`src/rtl/vga_sync_gen.sv`:
```
// -----------------------------------------------------------------------------
// vga_sync_gen
//   Output stage behind an upstream horizontal/vertical VGA counter pair.
//   Decodes the raw counts into sync / display-enable, issues pixel fetch
//   coordinates one tick later, and delays the syncs so they line up with the
//   pixel data returned by a PIPE-tick pixel source. A vertical-region FSM
//   shadows the counters and raises a sticky error on any inconsistency.
//
// Ports
//   clk          pixel-domain clock
//   reset_n      asynchronous active-low reset (released synchronously inside)
//   pix_en       pixel tick; all state advances only when high
//   h_cnt/v_cnt  upstream horizontal / vertical counts
//   rgb_in       pixel data {R4,G4,B4}, valid PIPE ticks after pix_req
//   pix_req      fetch request: (pix_x, pix_y) is a visible pixel
//   pix_x/pix_y  fetch coordinates (counts registered once)
//   hsync/vsync  syncs aligned with rgb_out, active level SYNC_POL
//   rgb_out      displayed pixel, 0 while blanked
//   frame_start  one-clk pulse when stage 1 holds (0,0)
//   line_start   one-clk pulse when stage 1 holds h=0 on a visible line
//   cnt_err      sticky counter-consistency error
// -----------------------------------------------------------------------------
module vga_sync_gen #(
    parameter int H_ACTIVE = 640,
    parameter int H_FP     = 16,
    parameter int H_SYNC   = 96,
    parameter int H_BP     = 48,
    parameter int V_ACTIVE = 480,
    parameter int V_FP     = 10,
    parameter int V_SYNC   = 2,
    parameter int V_BP     = 33,
    parameter bit SYNC_POL = 1'b0,
    parameter int PIPE     = 2
) (
    input  logic        clk,
    input  logic        reset_n,
    input  logic        pix_en,
    input  logic [9:0]  h_cnt,
    input  logic [9:0]  v_cnt,
    input  logic [11:0] rgb_in,
    output logic        pix_req,
    output logic [9:0]  pix_x,
    output logic [9:0]  pix_y,
    output logic        hsync,
    output logic        vsync,
    output logic [11:0] rgb_out,
    output logic        frame_start,
    output logic        line_start,
    output logic        cnt_err
);

    localparam int H_TOTAL = H_ACTIVE + H_FP + H_SYNC + H_BP;
    localparam int V_TOTAL = V_ACTIVE + V_FP + V_SYNC + V_BP;

    localparam logic [9:0] H_ACT_C   = 10'(H_ACTIVE);
    localparam logic [9:0] H_HS_BEG  = 10'(H_ACTIVE + H_FP);
    localparam logic [9:0] H_HS_END  = 10'(H_ACTIVE + H_FP + H_SYNC);
    localparam logic [9:0] H_TOT_C   = 10'(H_TOTAL);
    localparam logic [9:0] H_LAST    = 10'(H_TOTAL - 1);
    localparam logic [9:0] V_ACT_C   = 10'(V_ACTIVE);
    localparam logic [9:0] V_VS_BEG  = 10'(V_ACTIVE + V_FP);
    localparam logic [9:0] V_VS_END  = 10'(V_ACTIVE + V_FP + V_SYNC);
    localparam logic [9:0] V_TOT_C   = 10'(V_TOTAL);
    localparam logic [9:0] V_ACT_END = 10'(V_ACTIVE - 1);
    localparam logic [9:0] V_FP_END  = 10'(V_ACTIVE + V_FP - 1);
    localparam logic [9:0] V_SY_END  = 10'(V_ACTIVE + V_FP + V_SYNC - 1);
    localparam logic [9:0] V_LAST    = 10'(V_TOTAL - 1);

    typedef enum logic [1:0] {
        ST_ACT  = 2'd0,
        ST_FP   = 2'd1,
        ST_SYNC = 2'd2,
        ST_BP   = 2'd3
    } vregion_t;

    // Sync/enable tap travelling alongside the pixel request.
    typedef struct packed {
        logic hs;
        logic vs;
        logic de;
    } tap_t;

    // ------------------------------------------------------------------
    // Reset release synchroniser: assertion is immediate, release is
    // aligned to clk so no flop sees reset removal near an edge.
    // ------------------------------------------------------------------
    logic [1:0] rst_pipe;
    logic       rst_n;

    always_ff @(posedge clk or negedge reset_n) begin
        if (!reset_n) begin
            rst_pipe <= 2'b00;
        end else begin
            // NOTE: sequential state uses non-blocking assignments so every
            // flop samples pre-edge values regardless of statement order.
            rst_pipe <= {rst_pipe[0], 1'b1};
        end
    end

    assign rst_n = rst_pipe[1];

    // ------------------------------------------------------------------
    // Stage-1 decode of the raw counts (no masking on bad counts).
    // ------------------------------------------------------------------
    tap_t tap_in;

    assign tap_in.de = (h_cnt < H_ACT_C) && (v_cnt < V_ACT_C);
    assign tap_in.hs = (h_cnt >= H_HS_BEG) && (h_cnt < H_HS_END);
    assign tap_in.vs = (v_cnt >= V_VS_BEG) && (v_cnt < V_VS_END);

    // dly[0] is stage 1; dly[PIPE-1] feeds the output register, giving
    // PIPE ticks from pix_req to rgb_out.
    tap_t dly [PIPE];

    assign pix_req = dly[0].de;

    always_ff @(posedge clk or negedge rst_n) begin
        if (!rst_n) begin
            pix_x       <= '0;
            pix_y       <= '0;
            frame_start <= 1'b0;
            line_start  <= 1'b0;
            hsync       <= ~SYNC_POL;
            vsync       <= ~SYNC_POL;
            rgb_out     <= '0;
            // NOTE: the delay line is only PIPE x 3 flops, so it is reset
            // explicitly; otherwise stale syncs would leak out after reset.
            for (int i = 0; i < PIPE; i++) begin
                dly[i] <= '0;
            end
        end else if (pix_en) begin
            pix_x       <= h_cnt;
            pix_y       <= v_cnt;
            frame_start <= (h_cnt == '0) && (v_cnt == '0);
            line_start  <= (h_cnt == '0) && (v_cnt < V_ACT_C);
            dly[0]      <= tap_in;
            for (int i = 1; i < PIPE; i++) begin
                dly[i] <= dly[i-1];
            end
            hsync   <= dly[PIPE-1].hs ? SYNC_POL : ~SYNC_POL;
            vsync   <= dly[PIPE-1].vs ? SYNC_POL : ~SYNC_POL;
            rgb_out <= dly[PIPE-1].de ? rgb_in : 12'h000;
        end else begin
            // Pulses mark a tick, so they never stretch across idle clocks.
            frame_start <= 1'b0;
            line_start  <= 1'b0;
        end
    end

    // ------------------------------------------------------------------
    // Vertical-region FSM cross-checking the counters.
    // ------------------------------------------------------------------
    vregion_t state_q, state_d, v_region, base;
    logic     mismatch;

    always_comb begin
        // NOTE: every variable gets a default first so no path leaves one
        // unassigned, which would otherwise infer a latch.
        v_region = ST_ACT;
        if (v_cnt < V_ACT_C) begin
            v_region = ST_ACT;
        end else if (v_cnt < V_VS_BEG) begin
            v_region = ST_FP;
        end else if (v_cnt < V_VS_END) begin
            v_region = ST_SYNC;
        end else if (v_cnt < V_TOT_C) begin
            v_region = ST_BP;
        end

        mismatch = (v_region != state_q) || (h_cnt >= H_TOT_C) || (v_cnt >= V_TOT_C);

        // On a mismatch the FSM resynchronises to the decoded region; the
        // end-of-line advance then applies from that corrected region.
        base    = mismatch ? v_region : state_q;
        state_d = state_q;

        if (pix_en) begin
            state_d = base;
            if (h_cnt == H_LAST) begin
                unique case (base)
                    ST_ACT:  if (v_cnt == V_ACT_END) state_d = ST_FP;
                    ST_FP:   if (v_cnt == V_FP_END)  state_d = ST_SYNC;
                    ST_SYNC: if (v_cnt == V_SY_END)  state_d = ST_BP;
                    ST_BP:   if (v_cnt == V_LAST)    state_d = ST_ACT;
                    default: state_d = ST_ACT;
                endcase
            end
        end
    end

    always_ff @(posedge clk or negedge rst_n) begin
        if (!rst_n) begin
            state_q <= ST_ACT;
            cnt_err <= 1'b0;
        end else begin
            state_q <= state_d;
            if (pix_en && mismatch) begin
                cnt_err <= 1'b1;
            end
        end
    end

endmodule

```
`config.mk`:
```
export PLATFORM = sky130hd
export DESIGN_NAME = vga_sync_gen
export DESIGN_NICKNAME = d
export VERILOG_FILES = /design/src/rtl/vga_sync_gen.sv
export SDC_FILE = /design/constraint.sdc
export NUM_CORES = 1
export LEC_CHECK = 0
export ABC_CLOCK_PERIOD_IN_PS = 1290
export BUFFER_PORTS_ARGS = -buffer_cell sky130_fd_sc_hd__buf_2
export CAP_MARGIN = 40
export CORE_AREA = 2 2 87 68
export CTS_CLUSTER_SIZE = 25
export DETAILED_ROUTE_END_ITERATION = 8
export DIE_AREA = 0 0 89 70
export GPL_ROUTABILITY_DRIVEN = 0
export GPL_TIMING_DRIVEN = 1
export PLACE_DENSITY_LB_ADDON = 0.25
export SLEW_MARGIN = 30
export SYNTH_ARGS = -nofsm -noshare
export SYNTH_HDL_FRONTEND = slang
export SYNTH_SLANG_ARGS = --single-unit
```
`constraint.sdc`:
```
create_clock -name clk -period 1.29 [get_ports clk]
set_input_delay 0.0645 -clock clk [delete_from_list [all_inputs] [get_ports clk]]
set_output_delay 0.0645 -clock clk [all_outputs]
set_load 0.005 [all_outputs]
```
==> reports/results.env, run 1 <==
GLOBAL_ROUTE.OVERFLOW_TOTAL=0
YOSYS.CELL_TYPES.COUNT=34
GRT_MAX_DEGREE=55
ROUTED-VIA-COUNT=1735
FINALHOLDVIOLATIONS=0
WORST_PATH_MAX_DELAY_CELL='sky130_fd_sc_hd__or3b_4'
DRT_ITER0_MARKERS=65
WORSTPATHBUFFERINVERTERCOUNT=1
CTS_TREE='yes'
SHARE_OF_FLIP_FLOPS_WITH_AN_ASYNCHRONOUS_SET_OR_RESET_PCT=100.0
SYNTH_TOP_CELLS_BY_AREA='sky130_fd_sc_hd__dfrtp_1 53%, sky130_fd_sc_hd__mux2_2 12%, sky130_fd_sc_hd__nand3_1 4.5%, sky130_fd_sc_hd__o21ai_0 3.8%, sky130_fd_sc_hd__inv_1 3.6%'
PATH_CELLS='buf_2, or3b_4, a211oi_4, a211oi_4, mux2_2, mux2_4'
SYN_AREA_PER_CELL_UM2=11.34
ROWS=24
DIE_HEIGHT_UM=70
LEAKAGEPOWER_uW=0.001404
RESULT_OF_THE_RUN='finished, final reports clean'
FIN_NETS=322
N_FILL_CELL=539
LAYOUT.CELLS.MOST_COMMON='sky130_fd_sc_hd__buf_2'
NUMCTSBUFFERS=5
HP-CLASS='in2reg'
CLKTRANSATPATHREGS_NS=0.10
REQUIRED_NS=1.50
FIN_UTIL_PCT=53.71
GR-USAGE-ALL-LAYERS_PCT=16.22
YOSYSTOPAREACELLSHARE_PCT=53.38
NUM_ANTENNA_CELLS=0
DRC=0
GRT_ANTENNA_BEFORE_REPAIR=0
FIN_CRIT_SH_PCT=97.61
HORIZONTAL_EXTENT_OF_THE_DIE_UM=89
BOUNDARYPINS=73
POST_ROUTE_CELLS_DRIVE_ABOVE_1_SHARE_PCT=47.22
VIA_PER_INST=4.740
GRT_PASS1_WL_UM=7790
FP.DIEAREA_UM2=6230
SLEW_VIOL_FINAL=0
ANT_NETS=0
HPWL_UM=3357
CRIT_PATH_END_KIND='flop'
CTS.HTREE.LEVELS=2
FINAL_PERIOD_MINUS_WORST_SETUP_SLACK_NS=1.259
SYN-NUM-NETS=221
TIMING.CRITICAL_PATH.ARRIVAL_NS=1.47
IR_WORST_VDD_uV=660.2
CLOCK_TREE.BUFFER_DEPTH=2
DETAIL_ROUTE.WIRELENGTH_UM=4878
CLOCK.FMAX_GHz=0.7942
CRITPATHLAUNCHTYPE='input port'
PATH_DELAY_FAMILY='multiplexers'
CRIT_PATH_MAX_FANOUT=4
DP_SLACK_NS=-0.2652
CLOCK-ROOT-BUFFER='sky130_fd_sc_hd__clkbuf_8'
SETUP_TNS_NS=0
CELLPOWERDENSITY_nW_PER_UM2=1117
SYNTH_EDF_COUNT=0
POST_SYNTH_INSTANCE_AREA_UM2=2110
DOMINANTREGCELLSYNTH='sky130_fd_sc_hd__dfrtp_1'
YS_SEQ_AREA_SHARE_PCT=55.87
WL_PER_CELL_UM=13.33
TIMING.MAX_CAP.VIOLATIONS=0
POST_DETAILED_PLACEMENT_CELL_AREA_UM2=2720
NUMPORTBUFFERS=72
DRT_PASS1_ITERATIONS=4
PLACEABLECOREAREA_UM2=5525
AREA.GROWTH.SYNTH_TO_FINAL_PCT=40.69
CTS_SINKS=47
CLOCK-SKEW-FINAL_NS=0.01357
START_UTIL_PCT=38.18
YOSYS_WARNINGS=0
GRT_PASS1_VIAS=1650
WORST_PATH_LARGEST_CELL_DELAY_NS=0.43
CRITICAL-PATH-TOP-CELL-BY-COUNT='sky130_fd_sc_hd__a211oi_4'
SYNTHESIS_STAGE_REGISTER_BIT_COUNT=47
POSTSYNTHCELLCOUNT=186
FINAL_CRITICAL_PATH_SETUP_SLACK_NS=0.03087
CLOCK_INSERTION_DELAY_WORST_SKEW_NS=0.31
FINAL_CELL_MIX='72 x sky130_fd_sc_hd__buf_2, 44 x sky130_fd_sc_hd__dfrtp_1, 23 x sky130_fd_sc_hd__mux2_2'
FINAL_AREA_UM2=2968
SETUP_VIOL=0
START_TO_END_TYPE_OF_THE_WORST_SETUP_PATH='in2reg'
YOSYS.AREA.TOP_TYPE='sky130_fd_sc_hd__dfrtp_1'
[through the flow]
step | cells | hold WS, ns | total power [uW]
5_1_grt | 366 | 0.009722 | 3487
2_1_floorplan | 186 | -0.2311 | 1917
4_1_cts | 364 | 0.001937 | 3352
3_3_place_gp | 346 | -0.1478 | 2188
3_5_place_dp | 346 | -0.1469 | 2197
6_report | 366 | 0.003169 | 3316
[where the power goes]
group	switching, uW	internal (uW)	total (uW)
Combinational	234	287	521
Clock	542	584	1130
Sequential	77.3	1590	1670
Total	853	2460	3320
[cells in the mapped netlist (2+ instances only)]
library cell,n
sky130_fd_sc_hd__a211oi_2,2
sky130_fd_sc_hd__a21oi_1,3
sky130_fd_sc_hd__and3_1,3
sky130_fd_sc_hd__clkbuf_1,9
sky130_fd_sc_hd__dfrtp_1,45
sky130_fd_sc_hd__dfstp_2,2
sky130_fd_sc_hd__inv_1,20
sky130_fd_sc_hd__mux2_2,23
sky130_fd_sc_hd__mux2i_1,2
sky130_fd_sc_hd__nand2_1,3
sky130_fd_sc_hd__nand2b_1,2
sky130_fd_sc_hd__nand3_1,19
sky130_fd_sc_hd__nand4b_1,4
sky130_fd_sc_hd__nor2_1,4
sky130_fd_sc_hd__nor3_1,3
sky130_fd_sc_hd__nor4_1,2
sky130_fd_sc_hd__o211ai_1,4
sky130_fd_sc_hd__o21ai_0,16
sky130_fd_sc_hd__o32ai_1,3
sky130_fd_sc_hd__xnor2_1,3
[flip-flops by register name (all words and copies together), names as in the netlist]
| register | flops |
|---|---|
| rgb_out | 12 |
| pix_x | 10 |
| pix_y | 10 |
| dly | 5 |
| rst_pipe | 2 |
| state_q | 2 |
| cnt_err | 1 |
| frame_start | 1 |
| hsync | 1 |
| line_start | 1 |
| pix_req | 1 |
| vsync | 1 |
[layer usage]
layer  routed length [um]  track usage [%]
met3                  290            4.374
met5                    0                0
met4                   61            5.473
met1                 2354            22.38
met2                 2171            24.71
[worst reg2reg max path, delay by kind of cell, from the launching register on]
kind           cells  cell delay (ns)
flip-flops         1             0.43
AO/OA/AOI/OAI      2             0.34
XOR/XNOR           1             0.14
[kinds of logic after synthesis]
kind of cell	count (synthesis)	synth area share, %
buf+inv	31	5.871
flops	47	55.87
xor+xnor	3	1.246
simple gates	46	13.11
mux	26	13.94
compound gates	32	9.787
other cells	1	0.1778
[cell type report]
cell class / count / area [um^2] / area share (%)
multi-input cells: 108 / 829.5 / 27.95
well taps: 78 / 97.59 / 3.288
inverters: 20 / 75.07 / 2.530
flip-flops and latches: 47 / 1180 / 39.76
clock buffers: 5 / 68.82 / 2.319
repair buffers: 105 / 670.6 / 22.60
clock inverters: 3 / 46.29 / 1.560
[worst paths after layout]
path	slack, ns	start	depth (start not counted)	to
worst max-delay path	0.03	v_cnt[4]	6	state_q[0]$_DFFE_PN0P_
worst min-delay path	0.003	rgb_in[5]	3	rgb_out[5]$_DFFE_PN0P_
worst max register to register	0.25	state_q[1]$_DFFE_PN0P_	3	cnt_err$_DFFE_PN0P_
worst min register to register	0.19	rst_pipe[1]$_DFF_PN0_	0	rgb_out[2]$_DFFE_PN0P_
max in group asynchronous	0.61	rst_pipe[1]$_DFF_PN0_	1	vsync$_DFFE_PN1P_
min in group asynchronous	0.05	reset_n	2	rst_pipe[1]$_DFF_PN0_
[timing repair]
action                                  CTS  global route
setup buffers                             0             2
hold buffers                             10             0
endpoints found under the setup margin    0             2
resized for setup                         0             3
hold endpoints to repair                 11             0
Note: power is estimated with default switching activity, not from simulation.
==> inputs of run 2 (changes only) <==
--- a/config.mk
+++ b/config.mk
@@ -8,10 +8,10 @@
 export ABC_CLOCK_PERIOD_IN_PS = 1290
 export BUFFER_PORTS_ARGS = -buffer_cell sky130_fd_sc_hd__buf_2
 export CAP_MARGIN = 40
-export CORE_AREA = 2 2 87 68
+export CORE_AREA = 2 2 85 79
 export CTS_CLUSTER_SIZE = 25
 export DETAILED_ROUTE_END_ITERATION = 8
-export DIE_AREA = 0 0 89 70
+export DIE_AREA = 0 0 87 81
 export GPL_ROUTABILITY_DRIVEN = 0
 export GPL_TIMING_DRIVEN = 1
 export PLACE_DENSITY_LB_ADDON = 0.25
==> run 2 against run 1 <==
Effect of this change: register-to-register slack better by 0.03 ns; sequential power about the same; via count down 0.63%; largest power group unchanged; largest cell class unchanged; flip-flop and latch count unchanged; fmax down 2.3%.
==> reports/results.env, run 2 (synthesis gave the netlist of run 1 again) <==
AREA.GROWTH.SYNTH_TO_FINAL_PCT=35.59
ANT_NETS=0  # unchanged
CLOCK-SKEW-FINAL_NS=0.005303  # -0.008263 ns
DRC=0  # unchanged
SETUP_VIOL=0  # unchanged
SLEW_VIOL_FINAL=0  # unchanged
CTS.HTREE.LEVELS=2  # unchanged
CLKTRANSATPATHREGS_NS=0.08  # -0.02 ns
BOUNDARYPINS=73  # unchanged
FINAL_PERIOD_MINUS_WORST_SETUP_SLACK_NS=1.289  # +0.03022 ns
FIN_UTIL_PCT=45.61  # -8.1 points
FINAL_CELL_MIX='72 x sky130_fd_sc_hd__buf_2, 44 x sky130_fd_sc_hd__dfrtp_1, 24 x sky130_fd_sc_hd__buf_4'
HP-CLASS='in2reg'
RESULT_OF_THE_RUN='finished, final reports clean'
WL_PER_CELL_UM=13.52  # +1.4%
R2R_END='cnt_err$_DFFE_PN0P_'
FINAL_AREA_UM2=2860  # -3.6%
SETUP_TNS_NS=0  # unchanged
DRT_ITER0_MARKERS=43  # -34%
GR-USAGE-ALL-LAYERS_PCT=14.26  # -2.0 points
FINALHOLDVIOLATIONS=0  # unchanged
CRIT_PATH_END_KIND='flop'
GRT_ANTENNA_BEFORE_REPAIR=0  # unchanged
CLOCK-ROOT-BUFFER='sky130_fd_sc_hd__clkbuf_8'
CP-ENDPOINT='state_q[0]$_DFFE_PN0P_'
LEAKAGEPOWER_uW=0.001370  # -2.4%
CRIT_PATH_MAX_FANOUT=4  # unchanged
LAYOUT.CELLS.MOST_COMMON='sky130_fd_sc_hd__buf_2'
TIMING.CRITICAL_PATH.ARRIVAL_NS=1.47  # about the same
CLOCK.FMAX_GHz=0.7756  # -2.3%
DETAIL_ROUTE.WIRELENGTH_UM=4840  # -0.78%
POST_DETAILED_PLACEMENT_CELL_AREA_UM2=2726  # +0.23%
IR_WORST_VDD_uV=471.6  # -29%
TIMING.REG2REG.WORST_PATH_DEPTH=3  # unchanged
MINIMUM_SETUP_SLACK_AMONG_REG_TO_REG_PATHS_NS=0.28  # +0.03 ns
GRT_PASS1_WL_UM=7790  # unchanged
NUMCTSBUFFERS=5  # unchanged
HORIZONTAL_EXTENT_OF_THE_DIE_UM=87  # -2.2%
WORSTREG2REGSTART='state_q[1]$_DFFE_PN0P_'
NUMPORTBUFFERS=72  # unchanged
HPWL_UM=3605  # +7.4%
N_FILL_CELL=629  # +17%
REQUIRED_NS=1.47  # -0.03 ns
GRT_PASS1_VIAS=1652  # +0.12%
FIN_CRIT_SH_PCT=99.95  # +2.3 points
ROUTED-VIA-COUNT=1724  # -0.63%
CRITPATHLAUNCH='v_cnt[8]'
TOP_REGISTER='rgb_out'
DRT_PASS1_ITERATIONS=5  # +1
DIE_HEIGHT_UM=81  # +16%
VIA_PER_INST=4.816  # +1.6%
CTS_SINKS=47  # unchanged
GLOBAL_ROUTE.OVERFLOW_TOTAL=0  # unchanged
FIN_TOTAL_PWR_uW=3018  # -9.0%
NUM_ANTENNA_CELLS=0  # unchanged
PLACEABLECOREAREA_UM2=6271  # +13%
TIMING.MAX_CAP.VIOLATIONS=0  # unchanged
START_UTIL_PCT=33.64  # -4.5 points
FP.DIEAREA_UM2=7047  # +13%
LARGEST_REG_FLOPS=12  # unchanged
LARGEST_REGISTERS='rgb_out: 12 flops, pix_x: 10 flops, pix_y: 10 flops'
CTS_TREE='yes'
CLOCK_INSERTION_DELAY_WORST_SKEW_NS=0.29  # -0.02 ns
GRT_MAX_DEGREE=46  # -16%
START_TO_END_TYPE_OF_THE_WORST_SETUP_PATH='in2reg'
CLOCK_TREE.BUFFER_DEPTH=2  # unchanged
POST_ROUTE_CELLS_DRIVE_ABOVE_1_SHARE_PCT=48.41  # +1.2 points
FIN_NETS=317  # -1.6%
TIMING.HOLD.WORST.START='rgb_in[10]'
ROWS=28  # +17%
CRITPATHLAUNCHTYPE='input port'
FIN_HOLD_WS_NS=0.01223  # +0.009060 ns
CELLPOWERDENSITY_nW_PER_UM2=1055  # -5.6%
[run 2: cell count changes in the layout (fill, tap and decap cells not counted)]
cell | before | now
sky130_fd_sc_hd__dlygate4sd3_1 | 10 | 2
sky130_fd_sc_hd__clkbuf_1 | 0 | 2
sky130_fd_sc_hd__clkinvlp_4 | 1 | 0
sky130_fd_sc_hd__buf_12 | 3 | 2
sky130_fd_sc_hd__clkinv_2 | 0 | 1
sky130_fd_sc_hd__bufinv_16 | 1 | 0
sky130_fd_sc_hd__inv_6 | 1 | 0
sky130_fd_sc_hd__buf_4 | 20 | 24
[run 2: cell type report]
| class | count | area, um^2 | share of cell area, % |
|---|---|---|---|
| flip-flops and latches | 47 | 1180 | 41.25 |
| multi-input cells | 108 | 829.5 | 29.00 |
| repair buffers | 100 | 600.6 | 21.00 |
| well taps | 75 | 93.84 | 3.281 |
| clock buffers | 7 | 76.32 | 2.668 |
| inverters | 20 | 75.07 | 2.625 |
| clock inverters | 1 | 5.005 | 0.1750 |
[run 2: worst min-delay path by stage]
| stage | to | slack [ns] | depth (start not counted) |
|---|---|---|---|
| final | rgb_out[10]$_DFFE_PN0P_ | 0.01 | 3 |
| after global routing | rgb_out[1]$_DFFE_PN0P_ | 0.02 | 3 |
| after CTS | rgb_out[6]$_DFFE_PN0P_ | 0.005 | 3 |
| after detailed placement | rst_pipe[0]$_DFF_PN0_ | -0.15 | 1 |
| after global placement | rst_pipe[0]$_DFF_PN0_ | -0.15 | 1 |
| after floorplan | rst_pipe[0]$_DFF_PN0_ | -0.23 | 0 |
[run 2: where the power goes]
| part | leakage (uW) | switching (uW) | internal (uW) |
|---|---|---|---|
| Clock | 0.0000422 | 461 | 381 |
| Combinational | 0.000746 | 242 | 273 |
| Sequential | 0.000582 | 68.6 | 1590 |
[run 2: timing repair]
action | 4_1_cts | 5_1_grt
setup endpoints to repair | 0 | 3
endpoints found under the hold margin | 3 | 0
resized for setup | 0 | 3
buffers inserted | 0 | 2
hold buffers | 2 | 0
[run 2: routing by layer]
metal	wire length (um)	vias to the layer above	global-route usage (%)
met3	332	4	5.081
met5	0	-	0
met2	2063	60	20.61
met4	41	0	5.000
met1	2403	814	19.76
li1	-	846	-
[run 2: worst max-delay path, cell delays in order]
cell and delay, ns:
sky130_fd_sc_hd__buf_2 0.13, sky130_fd_sc_hd__and4b_1 0.24, sky130_fd_sc_hd__a211oi_1 0.43, sky130_fd_sc_hd__a211oi_4 0.07, sky130_fd_sc_hd__mux2_2 0.28, sky130_fd_sc_hd__mux2_4 0.25
[run 2: stage by stage]
| stage | setup slack [ns] | cells |
|---|---|---|
| 2_1_floorplan | -0.09922 | 186 |
| 3_3_place_gp | -0.2606 | 346 |
| 3_5_place_dp | -0.2688 | 346 |
| 4_1_cts | 0.04352 | 356 |
| 5_1_grt | -0.01498 | 358 |
| 6_report | 0.0006484 | 358 |
==> inputs of run 3 (changes only) <==
==> constraint.sdc (replaced) <==
create_clock -name clk -period 1.29 [get_ports clk]
set_input_delay 0.258 -clock clk [delete_from_list [all_inputs] [get_ports clk]]
set_output_delay 0.258 -clock clk [all_outputs]
set_load 0.005 [all_outputs]
==> run 3 against run 2 <==
Effect of this change: the run now ends with setup timing left; via count grew 0.93%; cell area grew 3.8%; worst hold slack gained 0.19 ns; die area is the same; clock power grew 8.4%; cell count is the same; combinational power grew 4.9%; power grew 3.2%; clock-buffer cell count is the same; utilization grew 1.8 points; fmax shrank 7.9%; non-clock buffer count is the same; critical path type unchanged; critical endpoint unchanged.
==> reports/results.env, run 3 (synthesis gave the netlist of run 1 again) <==
RESULT_OF_THE_RUN='complete, but fails checks'
VIOLATED_CHECKS='setup timing'
WORST_PATH_LARGEST_CELL_DELAY_NS=0.42  # about the same
WORSTREG2REGSTART='state_q[1]$_DFFE_PN0P_'
LARGEST_REG_FLOPS=12  # unchanged
FINAL_PERIOD_MINUS_WORST_SETUP_SLACK_NS=1.401  # +0.1112 ns
PATH_DELAY_FAMILY='multiplexers'
CLKTRANSATPATHREGS_NS=0.08  # about the same
CLKPWRFRAC_PCT=29.3  # +1.4 points
TIMING.MAX_CAP.VIOLATIONS=0  # unchanged
NUMCTSBUFFERS=5  # unchanged
HORIZONTAL_EXTENT_OF_THE_DIE_UM=87  # unchanged
PLACEABLECOREAREA_UM2=6271  # unchanged
HPWL_UM=3456  # -4.1%
RSZ0062_AT_GRT='true'
FINALHOLDVIOLATIONS=0  # unchanged
SLEW_VIOL_FINAL=0  # unchanged
GRT_ANTENNA_BEFORE_REPAIR=0  # unchanged
INTERNAL_POWER_uW=2324  # +3.5%
ROUTED-VIA-COUNT=1740  # +0.93%
R2R_END='cnt_err$_DFFE_PN0P_'
SETUP_VIOL=3  # +3
PATH_CELLS='buf_6, or3b_4, a211oi_4, a211oi_4, mux2_4, mux2_4'
TIMING.CRITICAL_PATH.ARRIVAL_NS=1.58  # +0.11 ns
SETUP_TNS_NS=-0.1433  # -0.1433 ns
CTS_TREE='yes'
FP.DIEAREA_UM2=7047  # unchanged
AREA.GROWTH.SYNTH_TO_FINAL_PCT=40.81
TOP_REGISTER='rgb_out'
CLOCK_INSERTION_DELAY_WORST_SKEW_NS=0.29  # about the same
REQUIRED_NS=1.47  # about the same
DRC=0  # unchanged
MET2_LENGTH_UM=2073  # +0.48%
POST_ROUTE_CELLS_DRIVE_ABOVE_1_SHARE_PCT=51.94  # +3.5 points
DP_SLACK_NS=-0.4620  # -0.1932 ns
CLOCK-SKEW-FINAL_NS=0.003631  # -0.001672 ns
CLOCK.FMAX_GHz=0.7140  # -7.9%
POWER.COMBINATIONAL.FRACTION_PCT=17.3  # +0.2 points
TIMING.HOLD.WORST.START='rgb_in[8]'
WORST_PATH_MAX_DELAY_CELL='sky130_fd_sc_hd__or3b_4'
WORST_HOLD_PATH.ENDPOINT='rgb_out[8]$_DFFE_PN0P_'
ANT_NETS=0  # unchanged
CLOCK-ROOT-BUFFER='sky130_fd_sc_hd__clkbuf_8'
DRT_PASS1_ITERATIONS=5  # unchanged
GRT_PASS1_WL_UM=7734  # -0.72%
FIN_CRIT_SH_PCT=108.6  # +8.6 points
SEQPWRFRAC_PCT=53.3  # -1.7 points
GR-USAGE-ALL-LAYERS_PCT=13.86  # -0.40 points
SWITCHING_SHARE_PCT=25.38  # -0.20 points
WORSTPATHBUFFERINVERTERCOUNT=1  # unchanged
TOP_LAYER='met4'
WL_PER_CELL_UM=13.26  # -1.9%
N_FILL_CELL=586  # -6.8%
CTS.HTREE.LEVELS=2  # unchanged
CRIT_PATH_END_KIND='flop'
CTS_SINKS=47  # unchanged
DRT-MET1-WL_UM=2333  # -2.9%
MET3WIRELENGTH_UM=322  # -3.0%
LEAKAGEPOWER_uW=0.001406  # +2.7%
VIA_PER_INST=4.860  # +0.93%
CRITPATHLAUNCHTYPE='input port'
LAYOUT.CELLS.MOST_COMMON='sky130_fd_sc_hd__buf_2'
HP-CLASS='in2reg'
BOUNDARYPINS=73  # unchanged
HOLD-PATH-CELL-COUNT=3  # unchanged
NUM_ANTENNA_CELLS=0  # unchanged
FIN_NETS=317  # unchanged
CLOCK_TREE.BUFFER_DEPTH=2  # unchanged
TIMING.REG2REG.WORST_PATH_DEPTH=3  # unchanged
CELLPOWERDENSITY_nW_PER_UM2=1048  # -0.63%
IR_WORST_VDD_uV=801.2  # +70%
START_UTIL_PCT=33.64  # unchanged
DIE_HEIGHT_UM=81  # unchanged
START_TO_END_TYPE_OF_THE_WORST_SETUP_PATH='in2reg'
GRT_MAX_DEGREE=46  # unchanged
FINAL_CELL_MIX='67 x sky130_fd_sc_hd__buf_2, 44 x sky130_fd_sc_hd__dfrtp_1, 25 x sky130_fd_sc_hd__buf_4'
GRT_PASS1_VIAS=1642  # -0.61%
GLOBAL_ROUTE.OVERFLOW_TOTAL=0  # unchanged
MINIMUM_SETUP_SLACK_AMONG_REG_TO_REG_PATHS_NS=0.32  # +0.04 ns
ROWS=28  # unchanged
FIN_HOLD_WS_NS=0.1992  # +0.1870 ns
FINAL_CRITICAL_PATH_SETUP_SLACK_NS=-0.1105  # -0.1112 ns
NUMPORTBUFFERS=72  # unchanged
LARGEST_REGISTERS='rgb_out: 12 flops, pix_x: 10 flops, pix_y: 10 flops'
DETAIL_ROUTE.WIRELENGTH_UM=4746  # -1.9%
DRT_ITER0_MARKERS=49  # +14%
SWITCHING_POWER_uW=790.3  # +2.4%
CRIT_PATH_MAX_FANOUT=4  # unchanged
FIN_UTIL_PCT=47.37  # +1.8 points
==> run 3: cell types whose count changed in the layout (fill, tap and decap cells not counted), sizes merged <==
cell / before / now
buf: 98 / 99
dlygate4sd3: 2 / 1
==> run 3: worst max-delay path by stage <==
stage	start	endpoint	slack [ns]	depth (start not counted)
2_1_floorplan	v_cnt[4]	state_q[0]$_DFFE_PN0P_	-0.24	5
3_3_place_gp	v_cnt[4]	state_q[0]$_DFFE_PN0P_	-0.43	6
3_5_place_dp	v_cnt[4]	state_q[0]$_DFFE_PN0P_	-0.46	6
4_1_cts	v_cnt[2]	state_q[0]$_DFFE_PN0P_	-0.13	6
5_1_grt	v_cnt[2]	state_q[0]$_DFFE_PN0P_	-0.11	6
6_report	v_cnt[2]	state_q[0]$_DFFE_PN0P_	-0.11	6
==> run 3: worst register-to-register path, stage by stage (launching register included) <==
cell and delay (ns):
sky130_fd_sc_hd__dfrtp_1 0.41, sky130_fd_sc_hd__xnor2_1 0.14, sky130_fd_sc_hd__o32ai_2 0.20, sky130_fd_sc_hd__a31oi_1 0.11
==> run 3: metal layers <==
layer  GRT usage [%]  vias up
met3           4.980        2
li1                -      846
met1           19.48      830
met4           2.344        0
met2           20.92       62
met5               0        -
==> run 3: stage by stage <==
step	power [uW]	instance area, um^2	instances
floorplan	1921	2138	186
global placement	2195	2739	346
finish	3114	2970	358
detailed placement	2205	2739	346
global route	3323	2970	358
CTS	3151	2869	356
==> run 3: repair_timing <==
item                       in CTS  in global routing
gates cloned                    0                  0
setup endpoints to repair       3                  4
hold endpoints to repair        2                  0
hold buffers                    1                  0
pin swaps                       3                  7
resized for setup               5                 18
setup buffers                   1                  2
==> run 3: layout make-up <==
type	instances	area (um^2)	share of cell area, %
inverter	20	75.07	2.527
clock buffer	7	86.33	2.906
clock inverter	1	8.758	0.2949
sequential	47	1180	39.72
timing repair buffer	100	633.1	21.31
tap	75	93.84	3.159
multi-input combinational	108	893.4	30.08
==> run 3: power groups by stage <==
stage	registers, uW	logic [uW]	clock network (uW)
6_report	1660	540	913
5_1_grt	1680	602	1040
4_1_cts	1660	521	966
3_5_place_dp	1690	512	0
3_3_place_gp	1690	506	0
2_1_floorplan	1710	212	0
